==> src/rtl/regfile_dump_reader.sv <==
// Register-file dump engine: on a rising halt, streams the cycle count followed by
// R0..R31 over a valid/ready port, borrowing the rs read port while busy.
module regfile_dump_reader #(
  parameter int unsigned CNT_W = 32
) (
  input  logic        clk,
  input  logic        rst_b,
  input  logic        halted,
  input  logic [4:0]  cpu_rs_num,
  output logic [4:0]  rf_num,
  input  logic [31:0] rf_data,
  output logic        dump_valid,
  input  logic        dump_ready,
  output logic [31:0] dump_data,
  output logic        dump_last,
  output logic        dump_busy,
  output logic        dump_done
);

  typedef enum logic [1:0] {
    IDLE,
    HDR,
    REGS,
    DONE
  } state_e;

  state_e           state_q, state_d;
  logic [CNT_W-1:0] cyc_q, cyc_d;
  logic             halted_q, halted_d;
  logic [5:0]       idx_q, idx_d;
  logic [31:0]      dump_data_q, dump_data_d;
  logic             dump_valid_q, dump_valid_d;
  logic             dump_last_q, dump_last_d;
  logic             accept;

  always_ff @(posedge clk) begin
    if (!rst_b) begin
      state_q      <= IDLE;
      cyc_q        <= '0;
      halted_q     <= 1'b0;
      idx_q        <= '0;
      dump_data_q  <= '0;
      dump_valid_q <= 1'b0;
      dump_last_q  <= 1'b0;
    end else begin
      state_q      <= state_d;
      cyc_q        <= cyc_d;
      halted_q     <= halted_d;
      idx_q        <= idx_d;
      dump_data_q  <= dump_data_d;
      dump_valid_q <= dump_valid_d;
      dump_last_q  <= dump_last_d;
    end
  end

  always_comb begin
    state_d      = state_q;
    cyc_d        = cyc_q + CNT_W'(1);
    halted_d     = halted;
    idx_d        = idx_q;
    dump_data_d  = dump_data_q;
    dump_valid_d = dump_valid_q;
    dump_last_d  = dump_last_q;
    accept       = dump_valid_q && dump_ready;

    unique case (state_q)
      IDLE: begin
        if (halted && !halted_q) begin
          dump_data_d  = 32'(cyc_q);
          dump_valid_d = 1'b1;
          idx_d        = '0;
          state_d      = HDR;
        end
      end
      HDR: begin
        if (accept) begin
          dump_data_d = rf_data;
          idx_d       = 6'd1;
          state_d     = REGS;
        end
      end
      REGS: begin
        // idx points one past the register currently on dump_data; 32 means R31 is out
        if (accept) begin
          if (idx_q == 6'd32) begin
            dump_valid_d = 1'b0;
            dump_last_d  = 1'b0;
            state_d      = DONE;
          end else begin
            dump_data_d = rf_data;
            idx_d       = idx_q + 6'd1;
            dump_last_d = (idx_q == 6'd31);
          end
        end
      end
      DONE: begin
        if (!halted) state_d = IDLE;
      end
      default: state_d = IDLE;
    endcase
  end

  assign dump_busy  = (state_q == HDR) || (state_q == REGS);
  assign dump_done  = (state_q == DONE);
  assign rf_num     = dump_busy ? idx_q[4:0] : cpu_rs_num;
  assign dump_valid = dump_valid_q;
  assign dump_data  = dump_data_q;
  assign dump_last  = dump_last_q;

endmodule

==> config.mk <==
export PLATFORM = sky130hd
export DESIGN_NAME = regfile_dump_reader
export DESIGN_NICKNAME = d
export VERILOG_FILES = /design/src/rtl/regfile_dump_reader.sv
export SDC_FILE = /design/constraint.sdc
export NUM_CORES = 1
export LEC_CHECK = 0
export CAP_MARGIN = 0
export CORE_AREA = 2 2 90 92
export DETAILED_ROUTE_END_ITERATION = 7
export DIE_AREA = 0 0 92 94
export MAX_ROUTING_LAYER = met4
export PLACE_DENSITY = 0.78
export RECOVER_POWER = 100
export SYNTH_ARGS = -nofsm -noshare
export SYNTH_HDL_FRONTEND = slang
export SYNTH_SLANG_ARGS = --single-unit
==> constraint.sdc <==
create_clock -name clk -period 2.2 [get_ports clk]
set_clock_uncertainty 0.05 [all_clocks]
set_input_delay 0.33 -clock clk [delete_from_list [all_inputs] [get_ports clk]]
set_output_delay 0.33 -clock clk [all_outputs]
set_load 0.01 [all_outputs]
==> results.tsv <==
metric	value	unit
netlist_area	0.003775	mm2
design_area	0.004926	mm2
io_buffer_count	81	
cp_max_fo	6	
postSynthCellCount	410	
final_cell_mix	73 x dfxtp_1, 51 x a21oi_1, 40 x clkdlybuf4s50_1, 36 x mux2i_1, 36 x dlygate4sd3_1	
met1_usage	29.71	%
die_w	92	um
yosysUniqueCellTypes	45	
path_clk_slew	80	ps
end_kind	output port	
cts-root-buf	clkbuf_8	
initialDrtViolationCount	232	
ant_nets	0	
numCtsBuffers	9	
fin_util	64.75	%
clock_latency	360	ps
use_met2	40.75	%
antenna_found_initial	0	
critPathLaunchType	flop	
cpPeakStageDelay	360	ps
yosys_warnings	0	
grt_overflow	0	
finalSetupTns	0	ps
gr-max-usage-layer	met2	
post-dp-hpwl	7.161	mm
fmax	468.0	MHz
p_total	0.006261	W
numClockSinks	75	
nFillCells	634	
pre_cts_slack	24.58	ps
endpoint	rf_num[2]	
final_nets	541	
gp_congestion	0.8864	
cap_violations	0	
cp_cell_sequence	inv_2 -> ha_4 -> buf_4 -> mux2_2 -> clkdlybuf4s15_1	
period_minus_slack	2137	ps
setup_ws	63.09	ps
synth_top_area_share	39.77	%
reg2reg_from	state_q[1]	
die_h	94	um
holdPathStages	2	
num_antenna_cells	0	
ys_seq_area_share	39.77	%
multi_input_area	0.002057	mm2
cts_tree	yes	
hold_viol_final	0	
slew_violations	0	
grt_use_met3	3.692	%
die-area	0.008648	mm2
syn_to_final_growth	30.49	%
cts_hold_buf	0	
avgSynthCellArea	9.207	um2
htreeDepth	3	
synth.top_cells.by_area	dfxtp_1 40%, mux2i_1 9.5%, a21oi_1 6.8%	
clock_path_buffers	2	
drive_gt1_share	10.46	%
critPathKind	reg2out	
dpl_cell_area	0.004728	mm2
r2r_slack	100	ps
drc_errors	0	
setup-violations-final	0	
grt_pass1_wl	16.59	mm
r2r_end	dump_data[8]	
drt-vias-per-instance	5.875	
track_usage	24.78	%
hp-start	dump_last	
drt-pass1-iter-count	4	
critPathSlowestCell	dfxtp_2	
wl_per_cell	16.94	um
grt_pass1_vias	3477	
max-vdd-ir-drop	492.0	uV
rsz0062_at_grt	no	
synth_seq_cells	75	
finalCritPeriodShare	97.13	%
startpoint	state_q[1]	
placement_rows	32	
critPathArrivalTime	1760	ps
synth_fp_nets	459	
io_pins	82	
outcome	complete, no violations	
tightest_slew	802.7	ps
vias	3519	
powerDensity	1271	mW/mm2
wirelength	10.15	mm
slew-limit-headroom	46.43	%
regArea	0.001504	mm2
core_area	0.007607	mm2
cp.required	1820	ps
r2r_cells	7	
initial_core_util	49.62	%
final_common_cell	dfxtp_1	
min_path_type	reg2reg	
p_leak	1.787	nW
yosysTopAreaCell	dfxtp_1	
grt_max_degree	33	
## repair_timing
item                       CTS  global route
setup endpoints to repair    6             1
buffers inserted             2             0
pin swaps                    1             1
hold endpoints to repair     0             0
resized for setup           10             1
## area by class of cell
class,count,area share (%)
Inverter,10,0.7620
Tap cell,102,2.591
Clock buffer,11,2.667
Timing Repair Buffer,105,20.12
Sequential cell,75,30.53
Clock inverter,5,1.575
Multi-Input combinational cell,291,41.76
## flip-flops by register name (all words and copies together) (netlist names)
| register | flops |
|---|---|
| cyc_q | 32 |
| dump_valid | 1 |
| idx_q | 6 |
| dump_last | 1 |
| dump_data | 32 |
| halted_q | 1 |
| state_q | 2 |
## worst max-delay path: cells and delay by family, from the launching register on
family	cells	cell delay (ps)
buf+inv	3	420
flops	1	360
mux	1	310
fa+ha+maj	1	320
## layer usage
layer  wire length (um)  vias up
met5                  0        -
met4                261        0
met3                414       28
met2               4963       94
met1               4508     1675
li1                   -     1722
## cell families after synthesis
family | count (synthesis) | synth area share, %
AOI/OAI and AO/OA | 118 | 20.35
muxes | 41 | 11.04
DFF | 75 | 39.77
xor gates and xnor gates | 12 | 2.784
buffers and inverters | 44 | 6.099
and+or+nand+nor | 112 | 17.30
adders and majority gates | 8 | 2.652
## cells in the mapped netlist
| master | instances |
|---|---|
| xor2_1 | 9 |
| and3_1 | 3 |
| or3_2 | 1 |
| and2_1 | 4 |
| a21oi_1 | 51 |
| o211ai_1 | 2 |
| o21ai_1 | 1 |
| nand4_4 | 1 |
| a211oi_1 | 33 |
| and4_1 | 4 |
| and4_2 | 2 |
| o31a_1 | 1 |
| nand2_1 | 13 |
| a311o_1 | 1 |
| nor3b_1 | 2 |
| buf_1 | 1 |
| ha_1 | 8 |
| nor3_1 | 6 |
| a31oi_1 | 1 |
| xnor2_1 | 3 |
| o21a_1 | 2 |
| inv_1 | 10 |
| o21ai_0 | 6 |
| nand4_1 | 13 |
| and2_2 | 1 |
| nor2b_1 | 2 |
| o2bb2ai_1 | 1 |
| clkbuf_8 | 2 |
| o31a_2 | 1 |
| nor2_1 | 16 |
| a41oi_2 | 1 |
| nand2b_1 | 4 |
| or3_1 | 1 |
| or4_1 | 13 |
| nor4_1 | 7 |
| nand3_1 | 18 |
| a41o_1 | 1 |
| and3_2 | 1 |
| mux2i_1 | 36 |
| buf_6 | 6 |
| clkbuf_1 | 25 |
| o31ai_1 | 12 |
| a32o_1 | 4 |
| dfxtp_1 | 75 |
| mux2_2 | 5 |
## report_power, final
group | switching, W | total (W) | internal [W]
Clock | 0.000515 | 0.00115 | 0.000636
Combinational | 0.00167 | 0.00321 | 0.00154
Sequential | 0.000196 | 0.00190 | 0.00171
## stage by stage
step	cells	hold WS [ps]
final	599	436.1
after floorplan	410	392.0
after global placement	581	416.1
after CTS	599	440.1
after global routing	599	460.8
after detailed placement	581	427.2
## worst min-delay path by stage
stage                           end  slack [ps]
after floorplan           cyc_q[31]         390
after global placement    dump_last         420
after detailed placement  dump_last         430
after CTS                 cyc_q[31]         440
after global routing      cyc_q[31]         460
final                     dump_last         440
Power figures use the tool's default switching activity.
